<file path="src/rtl/ex_pkg.sv">
// ex_pkg: shared definitions for the Execute-stage divide unit.
//   div_state_e   - divider FSM states (IDLE, BUSY, DONE)
//   WIDTH_DEF     - default operand / result width
//   REG_W_DEF     - default destination register index width
//   DBZ_QUOT_BIT  - fill bit of the quotient reported on divide-by-zero
package ex_pkg;

    localparam int WIDTH_DEF = 16;
    localparam int REG_W_DEF = 8;

    // Divide-by-zero quotient is all ones; replicated to the instance width.
    localparam logic DBZ_QUOT_BIT = 1'b1;

    typedef enum logic [1:0] {
        IDLE = 2'd0,
        BUSY = 2'd1,
        DONE = 2'd2
    } div_state_e;

endpackage : ex_pkg

</file>
<file path="src/rtl/div_step.sv">
// div_step: one combinational restoring-division step.
//   rem_i   - partial remainder from the previous step (always < divisor_i)
//   bit_i   - next dividend bit, MSB first
//   divisor_i - divisor
//   rem_o   - new partial remainder
//   qbit_o  - quotient bit produced by this step
module div_step
    import ex_pkg::*;
#(
    parameter int WIDTH = WIDTH_DEF
) (
    input  logic [WIDTH-1:0] rem_i,
    input  logic             bit_i,
    input  logic [WIDTH-1:0] divisor_i,
    output logic [WIDTH-1:0] rem_o,
    output logic             qbit_o
);

    logic [WIDTH:0]   shifted_s;
    logic [WIDTH+1:0] diff_s;

    // Shift in the next dividend bit and trial-subtract; the extra top bit of
    // diff_s is the borrow, so the WIDTH+1-bit trial never overflows.
    always_comb begin
        shifted_s = {rem_i, bit_i};
        diff_s    = {1'b0, shifted_s} - {2'b00, divisor_i};
        qbit_o    = ~diff_s[WIDTH+1];
        if (qbit_o) begin
            rem_o = diff_s[WIDTH-1:0];
        end else begin
            rem_o = shifted_s[WIDTH-1:0];
        end
    end

endmodule : div_step

</file>
<file path="src/rtl/ex_div_stall.sv">
// ex_div_stall: multi-cycle unsigned restoring divider in the Execute stage.
// Sits behind the Decode-to-Execute register and freezes it (stall) while a
// divide iterates, then releases it for exactly one result cycle (DONE).
//   clk, rst_n          - clock, asynchronous active-low reset
//   div_i               - divide flag from the pipeline register
//   data_a_i, data_b_i  - dividend, divisor
//   dest_i              - destination register index
//   stall               - freeze request (combinational, Mealy)
//   done_o              - one-cycle result strobe
//   quot_o, rem_o       - quotient, remainder (held until next result)
//   dest_o              - captured destination for write-back
//   dbz_o               - divide-by-zero flag, qualified by done_o
module ex_div_stall
    import ex_pkg::*;
#(
    parameter int WIDTH = WIDTH_DEF,
    parameter int REG_W = REG_W_DEF,
    parameter int CNT_W = 5
) (
    input  logic             clk,
    input  logic             rst_n,
    input  logic             div_i,
    input  logic [WIDTH-1:0] data_a_i,
    input  logic [WIDTH-1:0] data_b_i,
    input  logic [REG_W-1:0] dest_i,
    output logic             stall,
    output logic             done_o,
    output logic [WIDTH-1:0] quot_o,
    output logic [WIDTH-1:0] rem_o,
    output logic [REG_W-1:0] dest_o,
    output logic             dbz_o
);

    div_state_e       state_q, state_d;
    logic [CNT_W-1:0] cnt_q, cnt_d;
    logic [WIDTH-1:0] dividend_q, dividend_d;
    logic [WIDTH-1:0] divisor_q, divisor_d;
    logic [WIDTH-1:0] prem_q, prem_d;
    logic [WIDTH-1:0] wquot_q, wquot_d;
    logic [REG_W-1:0] wdest_q, wdest_d;
    logic             done_q, done_d;
    logic [WIDTH-1:0] quot_q, quot_d;
    logic [WIDTH-1:0] rem_q, rem_d;
    logic [REG_W-1:0] dest_q, dest_d;
    logic             dbz_q, dbz_d;

    logic [WIDTH-1:0] step_rem_s;
    logic             step_qbit_s;
    logic [WIDTH-1:0] step_quot_s;

    div_step #(.WIDTH(WIDTH)) u_step (
        .rem_i     (prem_q),
        .bit_i     (dividend_q[WIDTH-1]),
        .divisor_i (divisor_q),
        .rem_o     (step_rem_s),
        .qbit_o    (step_qbit_s)
    );

    assign step_quot_s = {wquot_q[WIDTH-2:0], step_qbit_s};

    // Freeze request: the issuing IDLE cycle plus every BUSY cycle. Gated by
    // rst_n so the pipeline is released the moment reset is asserted.
    assign stall = rst_n & (((state_q == IDLE) & div_i) | (state_q == BUSY));

    // Next-state, datapath and result-register computation.
    always_comb begin
        state_d    = state_q;
        cnt_d      = cnt_q;
        dividend_d = dividend_q;
        divisor_d  = divisor_q;
        prem_d     = prem_q;
        wquot_d    = wquot_q;
        wdest_d    = wdest_q;
        done_d     = 1'b0;
        quot_d     = quot_q;
        rem_d      = rem_q;
        dest_d     = dest_q;
        dbz_d      = dbz_q;
        case (state_q)
            IDLE: begin
                if (div_i) begin
                    dividend_d = data_a_i;
                    divisor_d  = data_b_i;
                    wdest_d    = dest_i;
                    if (data_b_i != {WIDTH{1'b0}}) begin
                        prem_d  = {WIDTH{1'b0}};
                        wquot_d = {WIDTH{1'b0}};
                        cnt_d   = CNT_W'(WIDTH);
                        state_d = BUSY;
                    end else begin
                        // Divide-by-zero skips iteration and reports at once.
                        quot_d  = {WIDTH{DBZ_QUOT_BIT}};
                        rem_d   = data_a_i;
                        dest_d  = dest_i;
                        dbz_d   = 1'b1;
                        done_d  = 1'b1;
                        state_d = DONE;
                    end
                end else begin
                    state_d = IDLE;
                end
            end
            BUSY: begin
                dividend_d = {dividend_q[WIDTH-2:0], 1'b0};
                prem_d     = step_rem_s;
                wquot_d    = step_quot_s;
                cnt_d      = cnt_q - CNT_W'(1);
                if (cnt_q == CNT_W'(1)) begin
                    // Last step: publish results straight from the step logic.
                    quot_d  = step_quot_s;
                    rem_d   = step_rem_s;
                    dest_d  = wdest_q;
                    dbz_d   = 1'b0;
                    done_d  = 1'b1;
                    state_d = DONE;
                end else begin
                    state_d = BUSY;
                end
            end
            DONE: begin
                // div_i is still high from the frozen register; never re-issue.
                state_d = IDLE;
            end
            default: begin
                state_d = IDLE;
            end
        endcase
    end

    // State, working and result registers.
    always_ff @(posedge clk or negedge rst_n) begin
        if (!rst_n) begin
            state_q    <= IDLE;
            cnt_q      <= {CNT_W{1'b0}};
            dividend_q <= {WIDTH{1'b0}};
            divisor_q  <= {WIDTH{1'b0}};
            prem_q     <= {WIDTH{1'b0}};
            wquot_q    <= {WIDTH{1'b0}};
            wdest_q    <= {REG_W{1'b0}};
            done_q     <= 1'b0;
            quot_q     <= {WIDTH{1'b0}};
            rem_q      <= {WIDTH{1'b0}};
            dest_q     <= {REG_W{1'b0}};
            dbz_q      <= 1'b0;
        end else begin
            state_q    <= state_d;
            cnt_q      <= cnt_d;
            dividend_q <= dividend_d;
            divisor_q  <= divisor_d;
            prem_q     <= prem_d;
            wquot_q    <= wquot_d;
            wdest_q    <= wdest_d;
            done_q     <= done_d;
            quot_q     <= quot_d;
            rem_q      <= rem_d;
            dest_q     <= dest_d;
            dbz_q      <= dbz_d;
        end
    end

    assign done_o = done_q;
    assign quot_o = quot_q;
    assign rem_o  = rem_q;
    assign dest_o = dest_q;
    assign dbz_o  = dbz_q;

endmodule : ex_div_stall

</file>
<file path="config.mk">
export PLATFORM = sky130hd
export DESIGN_NAME = ex_div_stall
export DESIGN_NICKNAME = d
export VERILOG_FILES = /design/src/rtl/ex_pkg.sv /design/src/rtl/div_step.sv /design/src/rtl/ex_div_stall.sv
export SDC_FILE = /design/constraint.sdc
export NUM_CORES = 1
export LEC_CHECK = 0
export BUFFER_PORTS_ARGS = -buffer_cell sky130_fd_sc_hd__buf_2
export CAP_MARGIN = 5
export CORE_ASPECT_RATIO = 1.75
export CORE_UTILIZATION = 30
export CTS_BUF_LIST = sky130_fd_sc_hd__clkbuf_4
export CTS_CLUSTER_DIAMETER = 50
export DETAILED_ROUTE_END_ITERATION = 10
export GPL_TIMING_DRIVEN = 0
export HOLD_SLACK_MARGIN = 0.1
export MAX_ROUTING_LAYER = met4
export SLEW_MARGIN = 15
export SYNTH_ARGS = -nofsm -noshare
export SYNTH_HDL_FRONTEND = slang
export SYNTH_SLANG_ARGS = --single-unit
</file>
<file path="constraint.sdc">
create_clock -name clk -period 3.5 [get_ports clk]
set_input_delay 0.35 -clock clk [delete_from_list [all_inputs] [get_ports clk]]
set_output_delay 0.35 -clock clk [all_outputs]
set_load 0.01 [all_outputs]
</file>
### After elaboration in Yosys (flattened, before gate mapping)

Cells that the tools add are included.

* register bits: 120

* mux-type cells: 34
* reductions and logical operators: 7
* equality and inequality tests: 6
* bitwise operators: 4
* add/sub/neg operators: 2

Operators with widths (count)
* 2-to-1 mux 16 bit: 10
* one-hot mux 16 bit (2 select lines): 4
* one-hot mux 15 bit (2 select lines): 1
* 2-to-1 mux 8 bit: 3
* subtractor 17 x 16 -> 18 bit: 1
* one-hot mux 8 bit (2 select lines): 1
* nonzero test 16 bit: 1
* 2-to-1 mux 5 bit: 2
* one-hot mux 5 bit (2 select lines): 1
* 2-to-1 mux 1 bit: 6
* 2-to-1 mux 2 bit: 3
* == test 5 x 1 -> 1 bit (second input constant): 1
* subtractor 5 x 1 -> 5 bit (second input constant): 1
* inequality test 2 x 1 -> 1 bit (second input constant): 2
* inequality test 2 bit (second input constant): 2
* one-hot mux 1 bit (2 select lines): 2
* one-hot mux 2 bit (2 select lines): 1
* AND reduction 2 bit: 2
* AND reduction 4 bit: 1
* AND reduction 3 bit: 1
* AND 1 bit: 2
* == test 2 x 1 -> 1 bit (second input constant): 1
* logical NOT 2 bit: 1
* nonzero test 2 bit: 1
* other kinds (2): 2

### Depth between registers and ports, before layout

Gate-level depths: netlist of the first run.

* depth after elaboration: 4
* gate-level depth with buffers: 12

### By module

A second synthesis of the first run with hierarchy kept.

* cell total of the unflattened synthesis: 681
* area, all modules: 6642.6 um^2

By module, submodules not included
* ex_div_stall: cells an instance 524, seq. area each 2977.9 um^2, area an instance 5480.3 um^2, instances 1
* div_step: cells an instance 157, seq. area each 0.0 um^2, area an instance 1162.4 um^2, instances 1

### Worst setup path before layout of the first run

Ideal clock, no wire load.

* kind: register -> register
* start point: reg dividend_q[15]
* end point: reg prem_q[8]
* arrival time: 2.367 ns
* setup time: 0.076 ns
* slack: 1.056 ns
* path buffers: 0
* period minus slack after synthesis: 2.444 ns
* cell stages (with the launch flop): 12
* path through: dfrtp_1 inv_1 ha_1 inv_1 fa_1 a21o_1 a221oi_2 a21oi_1 or3b_2 o2111ai_2 o21ai_1 o21ai_1

* longest elaborated chain between the ends: 3

RTL lines
* start, declared: line ex_div_stall.sv:36 `logic [WIDTH-1:0] dividend_q, dividend_d;`
* start signal, assigned: line ex_div_stall.sv:135 `dividend_q <= {WIDTH{1'b0}};`
* start signal, assigned: line ex_div_stall.sv:148 `dividend_q <= dividend_d;`
* subtractor 17 x 16 -> 18 bit: line div_step.sv:26 `diff_s = {1'b0, shifted_s} - {2'b00, divisor_i};`
* 2-to-1 mux 16 bit: line div_step.sv:28 `if (qbit_o) begin`
* one-hot mux 16 bit (2 select lines): line ex_div_stall.sv:79 `case (state_q)`
* end signal, assigned: line ex_div_stall.sv:137 `prem_q <= {WIDTH{1'b0}};`
* end signal, assigned: line ex_div_stall.sv:150 `prem_q <= prem_d;`
* end, declared: line ex_div_stall.sv:38 `logic [WIDTH-1:0] prem_q, prem_d;`

No other way between the ends.
A chain may end at the register's enable or synchronous reset.

### Worst setup path after layout of the first run

* start point: reg dividend_q[15]
* end point: reg rem_q[12], in the netlist rem_o[12]

* longest elaborated chain between the ends: 4

RTL lines
* subtractor 17 x 16 -> 18 bit: line div_step.sv:26
* 2-to-1 mux 16 bit: line div_step.sv:28
* 2-to-1 mux 16 bit: line ex_div_stall.sv:108 `if (cnt_q == CNT_W'(1)) begin`
* one-hot mux 16 bit (2 select lines): line ex_div_stall.sv:79
* end signal, assigned: line ex_div_stall.sv:142 `rem_q <= {WIDTH{1'b0}};`
* end signal, assigned: line ex_div_stall.sv:155 `rem_q <= rem_d;`
* end, declared: line ex_div_stall.sv:43 `logic [WIDTH-1:0] rem_q, rem_d;`

No other way between the ends. The select of a mux whose other input is x is not followed.

==> results.txt, run 1 <==
synth warn - 0
area of the multi-input gates - 0.00264 mm2
syn_area_per_cell - 9.50 um2
Worst path slowest cell - a221oi_2
# fillers - 1,962
initial core utilization - 30.7%
worst path required time - 3870 ps
outcome - complete, no violations
Clock Latency Late Sink - 510 ps
ys async rst share - 100%
Die ar. - 0.0202 mm2
RSZ-0062 raised after global routing - false
Critical Path End Type - flip-flop
relative slew slack - 47.0%
GP Congestion - 0.852
top cells by area, synth - dfrtp_1, nand2_1, o21ai_0, ha_1, a21oi_1
dominant cell type by area after synthesis - dfrtp_1
remaining antenna violation count - 0
period utilisation layout - 83.6%
setup TNS - 0 ps
Worst Setup EP - rem_o[12]
CP Launch Type - flip-flop
via count - 5,038
RR Startpoint - dividend_q[15]
Worst-Margin Slew - 795 ps
FMAX - 342 MHz
worst IR drop on VDD - 0.349 mV
Main synth FF type - dfrtp_1
sum of buffers and inverters on the critical path - 2
worst reg2reg path depth - 11
Cells after Synth - 620
initial antenna violation count - 1
chip width - 108 um
num ports - 86
synthesized flop and latch total - 119
CTS tree - yes
crit-path leading delay family - compound AO/OA/AOI/OAI gates
H-tree levels - 4
core area - 0.0192 mm2
CTS Buf Count - 17
Clock Path Buffers - 2
max incr delay on CP - 480 ps
count of final setup violators - 0
flop-to-flop setup slack - 580 ps
post-synth top area share - 50.6%
die height - 187 um
Crit Path Category - reg2reg
clock-pin slew on the worst setup and hold paths - 100 ps
root buffer cell - clkbuf_4
drt pass-1 iters - 4
Synth Cell Area - 0.00589 mm2
Pins Over Slew Limit - 0
synth unique cells - 54
EDFF count, synth - 0
drt wl/cell - 16.9 um
critical path depth in cells - 11
dpl hpwl - 12,900 um
Vias/cell - 5.00
Seq. cell area - 0.00298 mm2
first-pass GRT wire length - 27,100 um
Hold Path Class - in2reg
synthesized net count - 682
worst reg2reg path endpoint - rem_o[12]
CP cell instances - inv_1, ha_1, inv_1, fa_1, a21o_1, a221oi_2, o211ai_1, a21oi_1, xnor2_1, mux2i_1, a21oi_1
share of layout cells above drive strength 1 - 17.9%
number of buffers added on ports - 85
P_leak - 3.27 nW
Arr. time, crit path - 3290 ps
largest net degree at the start of global routing - 63
row count - 67
power density over the cells - 1020 mW/mm2
Hold Slack - 159 ps
crit path launch - dividend_q[15]
Max Cap Violations - 0
aggregate global routing overflow - 0
Remaining DRCs - 0
total power - 7.32 mW
final core area utilization - 37.2%
clock sinks - 119
GRT Overall Usage - 18.3%
post-synthesis sequential area ratio - 50.6%
clk_skew - 18.6 ps
CP Max Fanout - 5
fin crit period - 2920 ps
final hold viol count - 0
P&R area growth vs syn - 21.3%
final WL - 17,000 um
vias in the first global route - 5,173
Iter 0 DRT Violations - 275
Nets - 817
[final cells by class]
type,count,area share (%)
clock buffers,21,2.21
clock inverters,8,0.508
flip-flops and latches,119,41.7
plain buffers,38,2.47
diodes,1,0.0350
multi-input cells,436,36.9
well taps,241,4.22
inverters,27,1.42
repair buffers,116,10.6
[per-stage QoR]
stage | instances | setup slack [ps] | instance area, um2
final | 1007 | 576 | 7150
after global routing | 1007 | 390 | 7150
after CTS | 1006 | 600 | 7150
after detailed placement | 947 | 632 | 6650
after global placement | 946 | 112 | 6620
after floorplan | 620 | 1060 | 5890
[kinds of logic (layout without fill, tap and decap cells)]
logic type	Yosys count	in the layout	synth area share [%]
xor+xnor	12	12	1.78
mux	19	19	3.42
fa+ha+maj	19	19	4.16
other cells	0	1	0
buf+inv	65	210	4.72
simple gates	186	186	14.2
flops	119	119	50.6
compound gates	200	200	21.1
[placed cells by master (no fill, tap or decap), drive strengths merged, types with 7 or more instances in the layout]
cell,count
xnor2,8
mux2i,10
a21oi,43
nor3,15
inv,27
clkinv,8
ha,18
dfrtp,119
nand2,77
clkbuf,50
o21ai,74
nor2b,18
buf,95
a31oi,12
nor2,48
a22o,15
o21a,7
o22ai,7
mux2,9
a22oi,18
dlygate4sd3,30
[synth_stat cells (5+ instances only)]
master / instances
a21o_1: 5
a21oi_1: 43
a22o_1: 15
a22oi_1: 18
a31oi_1: 12
buf_2: 6
clkbuf_1: 29
dfrtp_1: 119
ha_1: 18
inv_1: 27
mux2_2: 9
mux2i_1: 10
nand2_1: 77
nor2_1: 47
nor2b_1: 18
nor3_1: 15
o21a_1: 7
o21ai_0: 53
o21ai_1: 20
o22ai_1: 7
or3_1: 5
xnor2_1: 8
[worst min path at each step]
stage | slack, ps | start | end | cells after the start
global route | 110 | data_a_i[5] | rem_o[5] | 3
floorplan | 50 | rst_n | cnt_q[0] | 0
CTS | 100 | data_a_i[7] | dividend_q[7] | 3
global placement | 480 | dbz_o | dbz_o | 2
detailed placement | 360 | rst_n | quot_o[2] | 1
finish | 160 | data_a_i[7] | dividend_q[7] | 3
[registers in the layout (all words and copies together) (netlist names)]
| name | cells |
|---|---|
| rem_o | 16 |
| done_o | 1 |
| dest_o | 8 |
| dividend_q | 16 |
| quot_o | 16 |
| dbz_o | 1 |
| divisor_q | 16 |
| wquot_q | 15 |
| prem_q | 16 |
| wdest_q | 8 |
| cnt_q | 5 |
| state_q | 1 |
[timing repair]
item | in CTS | in global routing
hold endpoints to repair | 95 | 0
gates resized for setup | 0 | 0
buffers inserted | 0 | 0
hold buffers | 30 | 0
[report_power, final]
group,internal [mW],total [mW],switching (mW)
Clock,0.287,0.768,0.481
Combinational,1.71,4.09,2.38
Sequential,2.04,2.46,0.427
[per-layer routing]
layer	global-route usage, %	vias up	part of all wire (%)
li1	-	2464	-
met1	19.6	2427	40
met2	32.2	122	54
met3	3.28	25	3.4
met4	8.54	0	2.9
met5	-	-	0
[worst register-to-register path, delay by kind of cell (launching register included)]
family                   cells  cell delay (ps)
adder cells (fa/ha/maj)      2              590
multiplexers                 1              260
XOR/XNOR                     1               90
AO/OA/AOI/OAI                5             1250
flip-flops                   1              420
buffers and inverters        2              180
Power figures use the tool's default switching activity.
==> run 2, diff against run 1 <==
--- a/config.mk
+++ b/config.mk
@@ -5,6 +5,7 @@
 export SDC_FILE = /design/constraint.sdc
 export NUM_CORES = 1
 export LEC_CHECK = 0
+export ABC_AREA = 1
 export BUFFER_PORTS_ARGS = -buffer_cell sky130_fd_sc_hd__buf_2
 export CAP_MARGIN = 5
 export CORE_ASPECT_RATIO = 1.75
==> constraint.sdc (replaced) <==
create_clock -name clk -period 2.8 [get_ports clk]
set_input_delay 0.28 -clock clk [delete_from_list [all_inputs] [get_ports clk]]
set_output_delay 0.28 -clock clk [all_outputs]
set_load 0.01 [all_outputs]
==> run 2 against run 1 <==
Compared with the run above:
- global-route usage hardly changed
- first-iteration DRC count is 33% higher
- cell area is 5.6% higher
- sequential share of layout area is 2.2 points lower
- worst hold slack better by 23 ps
- flip-flop and latch count stayed put
- register-to-register slack worse by 230 ps
- clock-buffer cell count is 4 lower
- critical endpoint is now stall
- largest cell class unchanged
==> results.txt, run 2 <==
outcome - complete, no violations
remaining antenna violation count - 0 (unchanged)
Critical Path End Type - output port
total power - 9.27 mW (+27%)
fin crit period - 2570 ps
drt wl/cell - 15.2 um (-9.8%)
post-synthesis sequential area ratio - 49.0% (-1.6 points)
Clock Latency Late Sink - 550 ps (+40 ps)
via count - 5,537 (+9.9%)
worst IR drop on VDD - 0.431 mV (+23%)
die height - 190 um (+1.6%)
ys async rst share - 100% (unchanged)
Vias/cell - 4.79 (-4.3%)
share of layout cells above drive strength 1 - 17.4% (-0.55 points)
largest net degree at the start of global routing - 80 (+27%)
clock-pin slew on the worst setup and hold paths - 120 ps (+20 ps)
initial core utilization - 30.7% (about the same)
Remaining DRCs - 0 (unchanged)
dpl hpwl - 13,400 um (+3.7%)
Iter 0 DRT Violations - 367 (+33%)
post-synth top area share - 49.0% (-1.6 points)
synth warn - 0 (unchanged)
row count - 68 (+1.5%)
cts repair resizes - 0 (unchanged)
Main synth FF type - dfrtp_1
dominant cell type by area after synthesis - dfrtp_1
drt pass-1 iters - 5 (+1)
Hold Slack - 182 ps (+23.2 ps)
top cells by area, synth - dfrtp_1, nand2_1, inv_1, nand3_1, ha_1
FMAX - 388 MHz
Clock Path Buffers - 2 (unchanged)
count of final setup violators - 0 (unchanged)
Arr. time, crit path - 2290 ps (-1000 ps)
aggregate global routing overflow - 0 (unchanged)
Worst-Margin Slew - 672 ps (-123 ps)
Pins Over Slew Limit - 0 (unchanged)
initial antenna violation count - 1 (unchanged)
final setup margin - 225 ps (-350 ps)
pre-CTS setup slack - 384 ps (-248 ps)
vias in the first global route - 5,526 (+6.8%)
CP Max Fanout - 10 (+5)
num ports - 86 (unchanged)
Synth Area in Compound Gates - 11.5% (-9.6 points)
XOR/XNOR share of the synthesized area - 1.15% (-0.63 points)
RR Startpoint - prem_q[10]
GP Congestion - 0.894 (+5.0%)
root buffer cell - clkbuf_4
CTS tree - yes
CTS Buf Count - 17 (unchanged)
cts hold-fix bufs - 41 (+37%)
Max Cap Violations - 0 (unchanged)
core area - 0.0198 mm2 (+3.3%)
Setup Fix Bufs, Post-CTS - 0 (unchanged)
most frequent cell after synthesis - nand2_1
clock sinks - 119 (unchanged)
Hold Path Class - in2reg
Cell Count Post-Placement - 1,082 (+14%)
worst path required time - 2520 ps (-1350 ps)
clk_skew - 25.8 ps (+7.29 ps)
CP Launch Type - flip-flop
Synth Area in Simple Gates - 26.2% (+12 points)
RSZ-0062 raised after global routing - false
number of buffers added on ports - 85 (unchanged)
final WL - 17,600 um (+3.5%)
EDFF count, synth - 0 (unchanged)
synth unique cells - 40 (-26%)
Synth Cell Area - 0.00608 mm2 (+3.2%)
synthesized net count - 813 (+19%)
final hold viol count - 0 (unchanged)
synthesized flop and latch total - 119 (unchanged)
P_leak - 3.75 nW (+15%)
P&R area growth vs syn - 24.1%
Nets - 959 (+17%)
H-tree levels - 4 (unchanged)
worst reg2reg path depth - 12 (+1)
Cell Count, Final, Fillers Out - 1,156 (+15%)
largest family of logic cells by synthesized area - simple AND/OR/NAND/NOR gates
period utilisation layout - 92.0%
Adder-Cell Fraction of Synth Area - 4.03% (-0.13 points)
worst reg2reg path endpoint - rem_o[6]
crit path launch - done_o
first-pass GRT wire length - 27,900 um (+3.0%)
commonest non-fill, non-tap cell in the layout - nand2_1
hold_sp - div_i
synth cell count leaders - nand2_1, dfrtp_1, inv_1
relative slew slack - 55.2% (+8.2 points)
Cells after Synth - 751 (+21%)
Crit Path Category - reg2out
Worst Setup EP - stall
chip width - 110 um (+1.6%)
power density over the cells - 1230 mW/mm2 (+20%)
commonest cells after routing, fill and taps aside - nand2_1, dfrtp_1, buf_2
GRT Overall Usage - 18.4% (+0.026 points)
mux share of post-synthesis cell area - 0% (-3.4 points)
syn_area_per_cell - 8.10 um2 (-15%)
Die ar. - 0.0209 mm2 (+3.2%)
flop-to-flop setup slack - 350 ps (-230 ps)
[run 2: worst min-delay path by stage]
stage,end,slack (ps),cells after the start
final,state_q[0],180,5
after global placement,wdest_q[4],450,2
after floorplan,cnt_q[0],-20,0
after global routing,quot_o[15],200,2
after detailed placement,quot_o[14],230,1
after CTS,state_q[0],150,5
[run 2: power by group]
group	switching [mW]	internal, mW
sequential	0.423	2.53
clock	0.806	0.478
combinational	3.19	1.84
total	4.42	4.85
[run 2: critical path, cell delays in order, from the launching register on]
cell	delay [ps]
dfrtp_1	440
inv_1	60
nand2_1	50
nor2_1	70
nor2_1	410
clkbuf_1	450
nor2_1	120
buf_2	160
[run 2: stage by stage]
stage	area, um2	util (%)	TNS [ps]
2_1_floorplan	6080	-	0
3_3_place_gp	6810	34.4	-11100
3_5_place_dp	6850	34.5	0
4_1_cts	7550	38.1	0
5_1_grt	7550	38.1	0
6_report	7550	38.1	0
[run 2: cell type report]
type / count / area, um2
Multi-Input combinational cell: 507 / 2610
Fill cell: 2095 / 12300
Sequential cell: 119 / 2980
Timing Repair Buffer: 127 / 870
Antenna cell: 1 / 2.50
Clock buffer: 17 / 128
Inverter: 94 / 353
Tap cell: 245 / 307
Clock inverter: 15 / 161
Buffer: 31 / 145
[run 2: cell families after synthesis]
kind of cell / count (synthesis)
AOI/OAI and AO/OA: 112
xor gates and xnor gates: 8
adders and majority gates: 19
buffers and inverters: 125
DFF: 119
and+or+nand+nor: 368
[run 2: layer usage]
metal / up-vias / GRT usage (%) / wire, um
met5: - / - / 0
met4: 0 / 9.08 / 769
met3: 41 / 3.18 / 546
met2: 119 / 32.6 / 9430
met1: 2638 / 19.2 / 6830
li1: 2739 / - / -
